`src/rtl/perf_pkg.sv`:
```
// Shared types and default sizes for the performance-counter unit.
package perf_pkg;

  localparam int unsigned PERF_CNT_W_DEF   = 32;
  localparam int unsigned PERF_NUM_CNT_DEF = 4;

  typedef enum logic [1:0] {
    IDLE = 2'd0,
    RUN  = 2'd1,
    DONE = 2'd2
  } perf_state_t;

endpackage

```
`src/rtl/perf_event_counter.sv`:
```
// One CNT_W-bit event counter with sticky overflow; wraps or saturates at all-ones.
module perf_event_counter
  import perf_pkg::*;
#(
  parameter int unsigned CNT_W = PERF_CNT_W_DEF
) (
  input  logic             clk_i,
  input  logic             rst_i,
  input  logic             clear_i,
  input  logic             inc_i,
  input  logic             saturate_i,
  output logic [CNT_W-1:0] value_o,
  output logic             ovf_o
);

  logic [CNT_W-1:0] value_q, value_d;
  logic             ovf_q, ovf_d;

  // Next value: clear wins over increment; overflow is sticky until clear.
  always_comb begin
    value_d = value_q;
    ovf_d   = ovf_q;
    if (clear_i) begin
      value_d = '0;
      ovf_d   = 1'b0;
    end else if (inc_i) begin
      if (&value_q) begin
        value_d = saturate_i ? value_q : '0;
        ovf_d   = 1'b1;
      end else begin
        value_d = value_q + CNT_W'(1);
      end
    end
  end

  // Counter state with synchronous active-low reset.
  always_ff @(posedge clk_i) begin
    if (!rst_i) begin
      value_q <= '0;
      ovf_q   <= 1'b0;
    end else begin
      value_q <= value_d;
      ovf_q   <= ovf_d;
    end
  end

  assign value_o = value_q;
  assign ovf_o   = ovf_q;

endmodule

```
`src/rtl/perf_counter_unit.sv`:
```
// Pipeline performance monitor: cycle counter plus NUM_CNT event counters,
// start-gated FSM with optional cycle limit and a registered read port.
// Define PERF_SNAPSHOT_EN to build shadow registers loaded by snap_i and read back instead
// of the live counters.
module perf_counter_unit
  import perf_pkg::*;
#(
  parameter int unsigned NUM_CNT  = PERF_NUM_CNT_DEF,
  parameter int unsigned CNT_W    = PERF_CNT_W_DEF,
  parameter int unsigned LIMIT    = 0,
  parameter int unsigned SATURATE = 0
) (
  input  logic                         clk_i,
  input  logic                         rst_i,
  input  logic                         start_i,
  input  logic                         clear_i,
  input  logic [NUM_CNT-1:0]           event_i,
  input  logic                         snap_i,
  input  logic [$clog2(NUM_CNT+1)-1:0] rd_sel_i,
  output logic [CNT_W-1:0]             rd_data_o,
  output logic [NUM_CNT:0]             ovf_o,
  output logic                         running_o,
  output logic                         done_o
);

  localparam int unsigned NumCntrs = NUM_CNT + 1;
  localparam int unsigned SelW     = $clog2(NUM_CNT + 1);
  // Only meaningful when LIMIT != 0.
  localparam logic [CNT_W-1:0] LimitLast = CNT_W'(LIMIT - 1);

  perf_state_t state_q, state_d;

  logic [CNT_W-1:0] cnt_val [NumCntrs];
  logic [CNT_W-1:0] rd_src  [NumCntrs];
  logic [NumCntrs-1:0] cnt_inc;
  logic [NumCntrs-1:0] cnt_ovf;
  logic                count_en;
  logic                limit_hit;
  logic [CNT_W-1:0]    rd_q, rd_d;

  assign limit_hit = (LIMIT != 0) && (cnt_val[0] == LimitLast);

  // FSM state register.
  always_ff @(posedge clk_i) begin
    if (!rst_i) begin
      state_q <= IDLE;
    end else begin
      state_q <= state_d;
    end
  end

  // FSM next state; clear forces IDLE ahead of any transition.
  always_comb begin
    state_d = state_q;
    if (clear_i) begin
      state_d = IDLE;
    end else begin
      unique case (state_q)
        IDLE:    if (start_i) state_d = RUN;
        RUN: begin
          if (!start_i)      state_d = IDLE;
          else if (limit_hit) state_d = DONE;
        end
        DONE:    state_d = DONE;
        default: state_d = IDLE;
      endcase
    end
  end

  // FSM outputs; the edge leaving RUN via start_i=0 counts nothing.
  always_comb begin
    count_en  = (state_q == RUN) && start_i;
    running_o = (state_q == RUN);
    done_o    = (state_q == DONE);
    cnt_inc   = {event_i & {NUM_CNT{count_en}}, count_en};
  end

  for (genvar g = 0; g < NumCntrs; g++) begin : g_cnt
    perf_event_counter #(
      .CNT_W (CNT_W)
    ) u_cnt (
      .clk_i      (clk_i),
      .rst_i      (rst_i),
      .clear_i    (clear_i),
      .inc_i      (cnt_inc[g]),
      .saturate_i (SATURATE != 0),
      .value_o    (cnt_val[g]),
      .ovf_o      (cnt_ovf[g])
    );
  end

  assign ovf_o = cnt_ovf;

`ifdef PERF_SNAPSHOT_EN
  logic [CNT_W-1:0] shadow_q [NumCntrs];

  // Shadow bank captures pre-edge live values; clear leaves it untouched.
  always_ff @(posedge clk_i) begin
    if (!rst_i) begin
      for (int i = 0; i < NumCntrs; i++) shadow_q[i] <= '0;
    end else if (snap_i) begin
      for (int i = 0; i < NumCntrs; i++) shadow_q[i] <= cnt_val[i];
    end
  end

  // Reads come from the shadow bank.
  always_comb begin
    for (int i = 0; i < NumCntrs; i++) rd_src[i] = shadow_q[i];
  end
`else
  logic unused_snap;
  assign unused_snap = snap_i;

  // Reads come straight from the live counters.
  always_comb begin
    for (int i = 0; i < NumCntrs; i++) rd_src[i] = cnt_val[i];
  end
`endif

  // Read mux; selects above NUM_CNT fall through to zero.
  always_comb begin
    rd_d = '0;
    for (int i = 0; i < NumCntrs; i++) begin
      if (rd_sel_i == SelW'(i)) rd_d = rd_src[i];
    end
  end

  // Registered read data.
  always_ff @(posedge clk_i) begin
    if (!rst_i) begin
      rd_q <= '0;
    end else begin
      rd_q <= rd_d;
    end
  end

  assign rd_data_o = rd_q;

endmodule
```
`config.mk`:
```
export PLATFORM = sky130hd
export DESIGN_NAME = perf_counter_unit
export DESIGN_NICKNAME = d
export VERILOG_FILES = /design/src/rtl/perf_pkg.sv /design/src/rtl/perf_event_counter.sv /design/src/rtl/perf_counter_unit.sv
export SDC_FILE = /design/constraint.sdc
export NUM_CORES = 1
export LEC_CHECK = 0
export ABC_CLOCK_PERIOD_IN_PS = 2550
export BUFFER_PORTS_ARGS = -buffer_cell sky130_fd_sc_hd__buf_2
export CAP_MARGIN = 10
export CORE_AREA = 5 5 164 166
export DETAILED_ROUTE_END_ITERATION = 10
export DIE_AREA = 0 0 169 171
export PLACE_DENSITY = 0.65
export SLEW_MARGIN = 10
export SYNTH_ARGS = -nofsm -noshare
export SYNTH_HDL_FRONTEND = slang
export SYNTH_SLANG_ARGS = --single-unit
export TNS_END_PERCENT = 100
```
`constraint.sdc`:
```
create_clock -name clk_i -period 2.55 [get_ports clk_i]
set_input_delay 0.51 -clock clk_i [delete_from_list [all_inputs] [get_ports clk_i]]
set_output_delay 0.51 -clock clk_i [all_outputs]
set_load 0.01 [all_outputs]
```
==> results of run 1 <==
-- per-layer routing --
layer	share of wire, %	GRT usage, %
met1	47	23.3
met2	47	28.3
met3	4.6	3.40
met4	1.7	4.62
met5	0	0
-- kinds of logic after synthesis --
group                      Yosys count  share of synthesized area [%]
DFF                                199                           40.1
xor gates and xnor gates           138                           12.2
and+or+nand+nor                    566                           29.4
buffers and inverters               82                           3.91
muxes                               32                           3.35
adders and majority gates            5                          0.630
AOI/OAI and AO/OA                  146                           10.4
-- synthesized netlist by cell type, types with 5 or more instances --
master,number,area share [%]
o211a_1,31,3.1
buf_1,8,0.30
o21ai_0,14,0.71
buf_2,13,0.66
nor2_1,200,7.6
xnor2_1,64,5.6
o211ai_1,34,2.6
clkbuf_1,30,1.1
and4_1,16,1.4
dfxtp_1,199,40
and3_1,22,1.4
buf_4,9,0.68
mux2i_1,31,3.1
nand2_1,99,3.7
nand3_1,63,3.2
xor2_1,74,6.5
nand4_1,61,3.8
and2_1,10,0.63
or3_1,12,0.76
a21oi_1,53,2.7
nor4_1,15,0.95
nor3_1,27,1.4
inv_1,18,0.68
ha_1,5,0.63
-- sequential cells by signal (all words and copies together), names as in the netlist --
signal	count
g_cnt.u_cnt.ovf_o	5
rd_data_o	32
state_q	2
g_cnt.u_cnt.value_o	160
-- stage by stage --
step	area [µm²]	worst slack, ps	total power [mW]	std cells	hold WS, ps
floorplan	9930	670	3.35	1168	426
global placement	10600	393	3.43	1529	445
detailed placement	10600	392	3.44	1529	445
CTS	11200	439	6.07	1561	351
global route	11200	245	6.22	1561	359
finish	11200	436	6.00	1561	356
-- layout make-up --
type                       count  area, µm²
fill                        2491      14200
clock inverter                14        151
sequential                   199       3980
clock buffer                  18        429
inverter                      18       67.6
tap                          335        419
multi-input combinational    887       5570
timing repair buffer          90        603
-- worst reg2reg max path, delay by kind of cell (launching register included) --
family / cells / cell delay, ps
AOI/OAI and AO/OA: 1 / 220
DFF: 1 / 430
buffers and inverters: 1 / 200
and+or+nand+nor: 4 / 1160
-- how the worst max path moves through the flow --
stage,to,slack [ps]
6_report,g_cnt[4].u_cnt.value_o[10],440
5_1_grt,g_cnt[4].u_cnt.value_o[4],240
4_1_cts,g_cnt[4].u_cnt.value_o[24],440
3_5_place_dp,g_cnt[2].u_cnt.value_o[31],390
3_3_place_gp,g_cnt[2].u_cnt.value_o[31],390
2_1_floorplan,g_cnt[1].u_cnt.value_o[10],670
-- power groups by stage --
stage               Clock, mW  Sequential [mW]  Combinational (mW)
finish                   2.64             3.12               0.238
global route             2.84             3.13               0.256
CTS                      2.70             3.12               0.239
detailed placement          0             3.20               0.238
global placement            0             3.20               0.238
floorplan                   0             3.20               0.146
==> out/qor.csv, run 1 <==
metric;value;unit
combinational fraction of design power;4.0;%
post_cts resized;0;
vias in the first global route;7696;
Hold Path Depth;3;
Crit path required time;2890;ps
initial antenna violation count;0;
Mapped Area;9930;µm²
static leakage;4.07;nW
post-CTS setup buffer count;0;
syn nets;1185;
# DRC;0;
CP arrival;2460;ps
Clock Latency Late Sink;450;ps
Post-synth top flop;dfxtp_1;
largest net degree at the start of global routing;64;
fraction of layout instances using a drive strength above 1;12.3;%
grt ovf;0;
Routed WL per cell;15.9;µm
r2r worst-path depth;6;
most frequent cells in the layout;nor2_1, dfxtp_1, nand2_1;
R2R Setup Slk;440;ps
TNS Setup;0;ps
clk buf depth;2;
EDFF count, synth;0;
CTS Buf Count;17;
P_sw;1.49;mW
Critical R2R Launch;g_cnt[4].u_cnt.value_o[7];
fin crit period;2110;ps
Worst-path clk slew;80;ps
Vias;8298;
Antenna Violating Nets Remaining;0;
GPL Wtd Cong;0.943;
DR iter-0 viols;575;
CP max FO;29;
clk sinks;199;
Total GRT Usage;17.2;%
outcome;finished, final reports clean;
hold_buf cts;0;
via density per instance;5.32;
Crit-path slowest cell;nor4_4;
Core Rows;59;
Hold WC Path Type;input port to register;
FF+latch count, synth;199;
Post-Route WL;24800;µm
DP HPWL;18500;µm
max-cap violations;0;
TritonCTS clock tree;done;
H-tree depth;4;
Seq pwr share;52.0;%
max-slew violations;0;
async set or reset register ratio after synthesis;0;%
Clk network pwr share;44.0;%
final setup fails;0;
Slew HR;61.5;%
IO buf count;49;
Sw Share;24.8;%
crit path cell chain;nand4_1 -> nor4_4 -> nand3_4 -> o21ai_2 -> buf_12 -> nor2_1;
Crit path depth;6;
RR Endpoint;g_cnt[4].u_cnt.value_o[10];
Critical Path Start;g_cnt[4].u_cnt.value_o[7];
ANT cells;0;
Die X;169;µm
clk_skew;22.7;ps
most common cell after layout, fill and taps aside;nor2_1;
final period utilization;82.9;%
sequential element share of the synthesized area;40.1;%
Bufs and invs on worst path;1;
maximum VDD drop;0.472;mV
CP Capture Type;register;
Core ar.;25500;µm²
Syn Inst Count;1168;
Ports;51;
final net count;1230;
die area;28900;µm²
Finished Core Util;44.1;%
initial core utilization;39.0;%
Internal;4.51;mW
first-pass GRT wire length;40400;µm
Largest delay share family, worst path;simple AND/OR/NAND/NOR gates;
Layout area overhead;13.0;%
Pre-Repair DR Iteration Count;5;
slew of the pin with the lowest slew margin;574;ps
die height;171;µm
Worst Hold Endpoint;g_cnt[4].u_cnt.ovf_o;
hold path startpoint;clear_i;
Pwr Density;535;nW/µm²
CP Class;register to register;
Mapped Avg Cell Area;8.50;µm²
Max stage delay on crit path;630;ps
Synth cell types;57;
Critical Path Source Type;register;
RSZ-0062 raised after global routing;false;
max frequency;0.473;GHz
final hold viol count;0;
Synth Warn #;0;
CTS root buf;clkbuf_16;
Power figures use the tool's default switching activity.
==> run 2: changes to the inputs <==
--- a/config.mk
+++ b/config.mk
@@ -5,13 +5,14 @@
 export SDC_FILE = /design/constraint.sdc
 export NUM_CORES = 1
 export LEC_CHECK = 0
-export ABC_CLOCK_PERIOD_IN_PS = 2550
+export ABC_AREA = 1
+export ABC_CLOCK_PERIOD_IN_PS = 1730
 export BUFFER_PORTS_ARGS = -buffer_cell sky130_fd_sc_hd__buf_2
 export CAP_MARGIN = 10
-export CORE_AREA = 5 5 164 166
+export CORE_AREA = 5 5 169 171
 export DETAILED_ROUTE_END_ITERATION = 10
-export DIE_AREA = 0 0 169 171
-export PLACE_DENSITY = 0.65
+export DIE_AREA = 0 0 174 176
+export PLACE_DENSITY = 0.67
 export SLEW_MARGIN = 10
 export SYNTH_ARGS = -nofsm -noshare
 export SYNTH_HDL_FRONTEND = slang
==> constraint.sdc (replaced) <==
create_clock -name clk_i -period 1.73 [get_ports clk_i]
set_input_delay 0.346 -clock clk_i [delete_from_list [all_inputs] [get_ports clk_i]]
set_output_delay 0.346 -clock clk_i [all_outputs]
set_load 0.01 [all_outputs]
==> out/qor.csv, run 2 <==
metric;value;unit
crit path cell chain;ha_2 -> nand2_1 -> nor2_2 -> nand2_2 -> nor2_4 -> nand2_4 -> nor2_4 -> nand2_2 -> buf_4 -> o21ai_0 -> nor2_1;
CP Capture Type;register;
Pwr Density;708;nW/µm²
non-filler cells, final;2133;
Antenna Violating Nets Remaining;0;
clk sinks;199;
H-tree depth;4;
most common cell after layout, fill and taps aside;nand2_1;
worst slack at placement;-80.4;ps
static leakage;4.75;nW
synth top area cells;dfxtp_1, nand2_1, nor2_1;
outcome;finished, final reports clean;
most frequent cells in the layout;nand2_1, nor2_1, dfxtp_1;
Die X;174;µm
Synth Warn #;0;
hold path startpoint;start_i;
maximum VDD drop;0.535;mV
Hold Path Depth;4;
die height;176;µm
FF+latch count, synth;199;
EDFF count, synth;0;
max FFs per register;160;
max frequency;0.614;GHz
die area;30600;µm²
Mapped Avg Cell Area;6.51;µm²
# DRC;0;
initial core utilization;39.7;%
CTS root buf;clkbuf_16;
max-cap violations;0;
final net count;1797;
initial antenna violation count;0;
combinational fraction of design power;3.2;%
Critical R2R Launch;g_cnt[1].u_cnt.value_o[0];
Slew HR;61.5;%
Synth cell types;41;
Synth top area share;37.6;%
Clk network pwr share;46.5;%
slew of the pin with the lowest slew margin;571;ps
final hold viol count;0;
Post-synth top flop;dfxtp_1;
Max stage delay on crit path;330;ps
Crit path required time;2060;ps
grt ovf;0;
clk buf depth;2;
Synth area leader;dfxtp_1;
IO buf count;49;
Internal;7.01;mW
Post-synth top cells;nand2_1, nor2_1, dfxtp_1;
Syn Inst Count;1628;
async set or reset register ratio after synthesis;0;%
vias in the first global route;10088;
placed cells;2099;
R2R Setup Slk;100;ps
Sw Share;23.2;%
final period utilization;94.2;%
CP max FO;6;
DP HPWL;25900;µm
largest net degree at the start of global routing;38;
Mapped Area;10600;µm²
Largest delay share family, worst path;simple AND/OR/NAND/NOR gates;
ANT cells;0;
Bufs and invs on worst path;1;
Core Rows;60;
CP arrival;1960;ps
P_sw;2.12;mW
most common cell in the synthesized netlist;nand2_1;
clk_skew;6.96;ps
Worst-path clk slew;70;ps
fraction of layout instances using a drive strength above 1;15.8;%
RR Endpoint;g_cnt[1].u_cnt.value_o[14];
via density per instance;5.11;
DR iter-0 viols;972;
Vias;10902;
CTS Buf Count;17;
filler instances;2757;
Hold WC Path Type;input port to register;
register area;4000;µm²
max-slew violations;0;
Worst Hold Endpoint;state_q[0];
final worst slack;100;ps
r2r worst-path depth;11;
Seq pwr share;50.2;%
Layout area overhead;21.6;%
Core ar.;26700;µm²
Ports;51;
sequential element share of the synthesized area;37.6;%
Critical Path Source Type;register;
Post-Route WL;33500;µm
Pre-Repair DR Iteration Count;5;
TritonCTS clock tree;done;
Routed WL per cell;15.7;µm
Crit-path slowest cell;dfxtp_2;
Total GRT Usage;21.7;%
TNS Setup;0;ps
syn nets;1645;
GPL Wtd Cong;0.978;
final setup fails;0;
fin crit period;1630;ps
Clock Latency Late Sink;440;ps
first-pass GRT wire length;53200;µm
area of the multi-input gates;5840;µm²
RSZ-0062 raised after global routing;true;
CP Class;register to register;
-- run 2: power groups by stage --
| stage | sequential [mW] | clock (mW) | combinational, mW |
|---|---|---|---|
| after floorplan | 4.69 | 0 | 0.155 |
| after global placement | 4.69 | 0 | 0.285 |
| after detailed placement | 4.69 | 0 | 0.286 |
| after CTS | 4.58 | 4.29 | 0.287 |
| after global routing | 4.58 | 4.50 | 0.319 |
| final | 4.58 | 4.25 | 0.296 |
-- run 2: worst max-delay path by stage --
stage,start,slack [ps],depth (start not counted),end
floorplan,g_cnt[0].u_cnt.value_o[1],110,9,g_cnt[0].u_cnt.value_o[13]
global placement,start_i,-50,10,g_cnt[0].u_cnt.value_o[20]
detailed placement,start_i,-80,10,g_cnt[0].u_cnt.value_o[20]
CTS,state_q[1],2,10,g_cnt[0].u_cnt.value_o[20]
global route,state_q[1],-30,11,g_cnt[2].u_cnt.value_o[25]
finish,g_cnt[1].u_cnt.value_o[0],100,11,g_cnt[1].u_cnt.value_o[14]
-- run 2: cell families after synthesis --
kind of cell,after synthesis,synth area share [%]
flip-flops,199,37.6
AO/OA/AOI/OAI,180,9.43
buffers and inverters,233,8.77
XOR/XNOR,59,4.87
adder cells (fa/ha/maj),5,0.590
AND/OR/NAND/NOR,949,38.5
multiplexers,3,0.283
-- run 2: area by class of cell --
class                   count  share of cell area [%]
clock buffers              18                    3.41
clock inverters            13                    1.31
inverters                 192                    5.60
multi-input cells        1196                    45.3
flip-flops and latches    199                    31.0
well taps                 341                    3.31
repair buffers            174                    10.0
-- run 2: stage by stage --
step | hold slack (ps) | utilization (%) | power [mW] | area (µm²)
CTS | 287 | 47.5 | 9.16 | 12700
finish | 308 | 48.2 | 9.12 | 12900
global placement | 439 | 45.2 | 4.97 | 12100
floorplan | 430 | - | 4.84 | 10600
global route | 321 | 48.2 | 9.39 | 12900
detailed placement | 439 | 45.2 | 4.97 | 12100
-- run 2: tightest hold or removal path: stages --
cell and delay, ps:
buf_2 130, buf_4 140, nand2_1 60, nor2_1 40
-- run 2: timing repair --
action | 4_1_cts | 5_1_grt
resized for setup | 0 | 56
setup endpoints to repair | 0 | 91
buffers inserted | 0 | 3
hold buffers | 0 | 0
-- run 2: per-layer routing --
metal  share of wire (%)  track usage [%]  wire length, µm
met5                   0                0                0
met4                 4.2             9.47             1410
met3                 6.6             3.34             2220
met2                  44             33.9            14700
met1                  45             29.8            15200
==> run 3: changes to the inputs <==
--- a/config.mk
+++ b/config.mk
@@ -7,13 +7,12 @@
 export LEC_CHECK = 0
 export ABC_AREA = 1
 export ABC_CLOCK_PERIOD_IN_PS = 1730
-export BUFFER_PORTS_ARGS = -buffer_cell sky130_fd_sc_hd__buf_2
+export BUFFER_PORTS_ARGS = -buffer_cell sky130_fd_sc_hd__buf_4
 export CAP_MARGIN = 10
 export CORE_AREA = 5 5 169 171
 export DETAILED_ROUTE_END_ITERATION = 10
 export DIE_AREA = 0 0 174 176
 export PLACE_DENSITY = 0.67
-export SLEW_MARGIN = 10
 export SYNTH_ARGS = -nofsm -noshare
 export SYNTH_HDL_FRONTEND = slang
 export SYNTH_SLANG_ARGS = --single-unit
==> out/qor.csv, run 3 (synthesized netlist as in run 2, its figures left out) <==
metric;value;unit
CP arrival;1970;ps
initial core utilization;39.7;%
clk sinks;199;
# DRC;0;
Layout area overhead;22.1;%
slew of the pin with the lowest slew margin;533;ps
final period utilization;94.5;%
Critical Path Source Type;register;
first-pass GRT wire length;52400;µm
CP Capture Type;register;
Pwr Density;694;nW/µm²
Vias;10885;
final net count;1787;
max FFs per register;160;
total power;8.99;mW
H-tree depth;4;
Core ar.;26700;µm²
final hold viol count;0;
die height;176;µm
outcome;finished, final reports clean;
CP max FO;5;
Finished Core Util;48.4;%
Crit-path slowest cell;dfxtp_1;
IO buf count;49;
Worst-path clk slew;80;ps
clk_skew;10.0;ps
Ports;51;
fin crit period;1640;ps
max frequency;0.611;GHz
most common cell after layout, fill and taps aside;nand2_1;
RSZ-0062 raised after global routing;true;
initial antenna violation count;0;
Max stage delay on crit path;450;ps
crit path cell chain;buf_4 -> nand2_1 -> nor2_1 -> nand3_1 -> nor2_1 -> nand4_1 -> nand3_1 -> nor2_1;
most used cell, CP;nor2_1;
vias in the first global route;9913;
hold_buf cts;0;
max-slew violations;0;
TritonCTS clock tree;done;
Antenna Violating Nets Remaining;0;
Routed WL per cell;15.7;µm
Crit path required time;2070;ps
Die X;174;µm
fraction of layout instances using a drive strength above 1;15.5;%
Core Rows;60;
maximum VDD drop;0.576;mV
DP HPWL;25800;µm
CP Class;register to register;
Slew HR;64.4;%
clk buf depth;2;
CTS root buf;clkbuf_16;
Total GRT Usage;21.2;%
final setup fails;0;
Hold WC Path Type;input port to register;
CTS Buf Count;17;
largest net degree at the start of global routing;39;
via density per instance;5.12;
GPL Wtd Cong;0.966;
ANT cells;0;
most frequent cells in the layout;nand2_1, nor2_1, dfxtp_1;
DR iter-0 viols;989;
max-cap violations;0;
Clock Latency Late Sink;450;ps
grt ovf;0;
Post-Route WL;33300;µm
die area;30600;µm²
Pre-Repair DR Iteration Count;5;
Min Hold Slack;295;ps
static leakage;4.68;nW
run 3: changes by cell type in the layout (fill, tap and decap cells not counted), sizes merged:
cell,before,now
buf,174,163
bufinv,3,1
clkinv,5,4
clkinvlp,1,2
inv,196,199
nand2,424,425
run 3: metrics by stage:
step / TNS, ps / setup slack, ps / area (µm²) / instances
floorplan: 0 / 110 / 10600 / 1628
global placement: -546 / -76.6 / 12100 / 2088
detailed placement: -843 / -85.6 / 12100 / 2088
CTS: 0 / 1.77 / 12800 / 2120
global route: -82.1 / -24.1 / 12900 / 2124
finish: 0 / 94.4 / 12900 / 2124
run 3: metal layers:
layer | vias to the layer above | GRT usage [%] | wire (µm)
li1 | 5494 | - | -
met1 | 4997 | 29.0 | 15200
met3 | 47 | 3.58 | 2070
met5 | - | 0 | 0
met2 | 347 | 34.7 | 15200
met4 | 0 | 6.24 | 777
run 3: final timing paths:
path / from / to / slack (ps) / cells after the start
max: g_cnt[3].u_cnt.value_o[26] / g_cnt[3].u_cnt.value_o[31] / 90 / 8
min reg2reg: g_cnt[4].u_cnt.ovf_o / g_cnt[4].u_cnt.ovf_o / 450 / 2
max reg2reg: g_cnt[3].u_cnt.value_o[26] / g_cnt[3].u_cnt.value_o[31] / 90 / 8
min: start_i / state_q[0] / 290 / 4
run 3: final cells by class:
cell class                      instances  area, µm²
Multi-Input combinational cell       1197       5860
Timing Repair Buffer                  163       1340
Clock inverter                         14        158
Tap cell                              341        427
Fill cell                            2702      13800
Clock buffer                           18        439
Inverter                              192        723
Sequential cell                       199       4000
run 3: critical path: cells and delay by family, from the launching register on:
family	cells	cell delay (ps)
buffers and inverters	1	170
flip-flops	1	450
AND/OR/NAND/NOR	7	920
run 3: power breakdown:
group          switching [mW]  total [mW]  internal, mW
clock network            2.01        4.11          2.10
logic                   0.203       0.305         0.102
registers             0.00216        4.58          4.58
run 3: repair_timing:
item / CTS / global route
cloned: 0 / 1
setup buffers: 0 / 3
setup endpoints to repair: 10 / 94
pin swaps: 0 / 7
gates resized for setup: 5 / 57
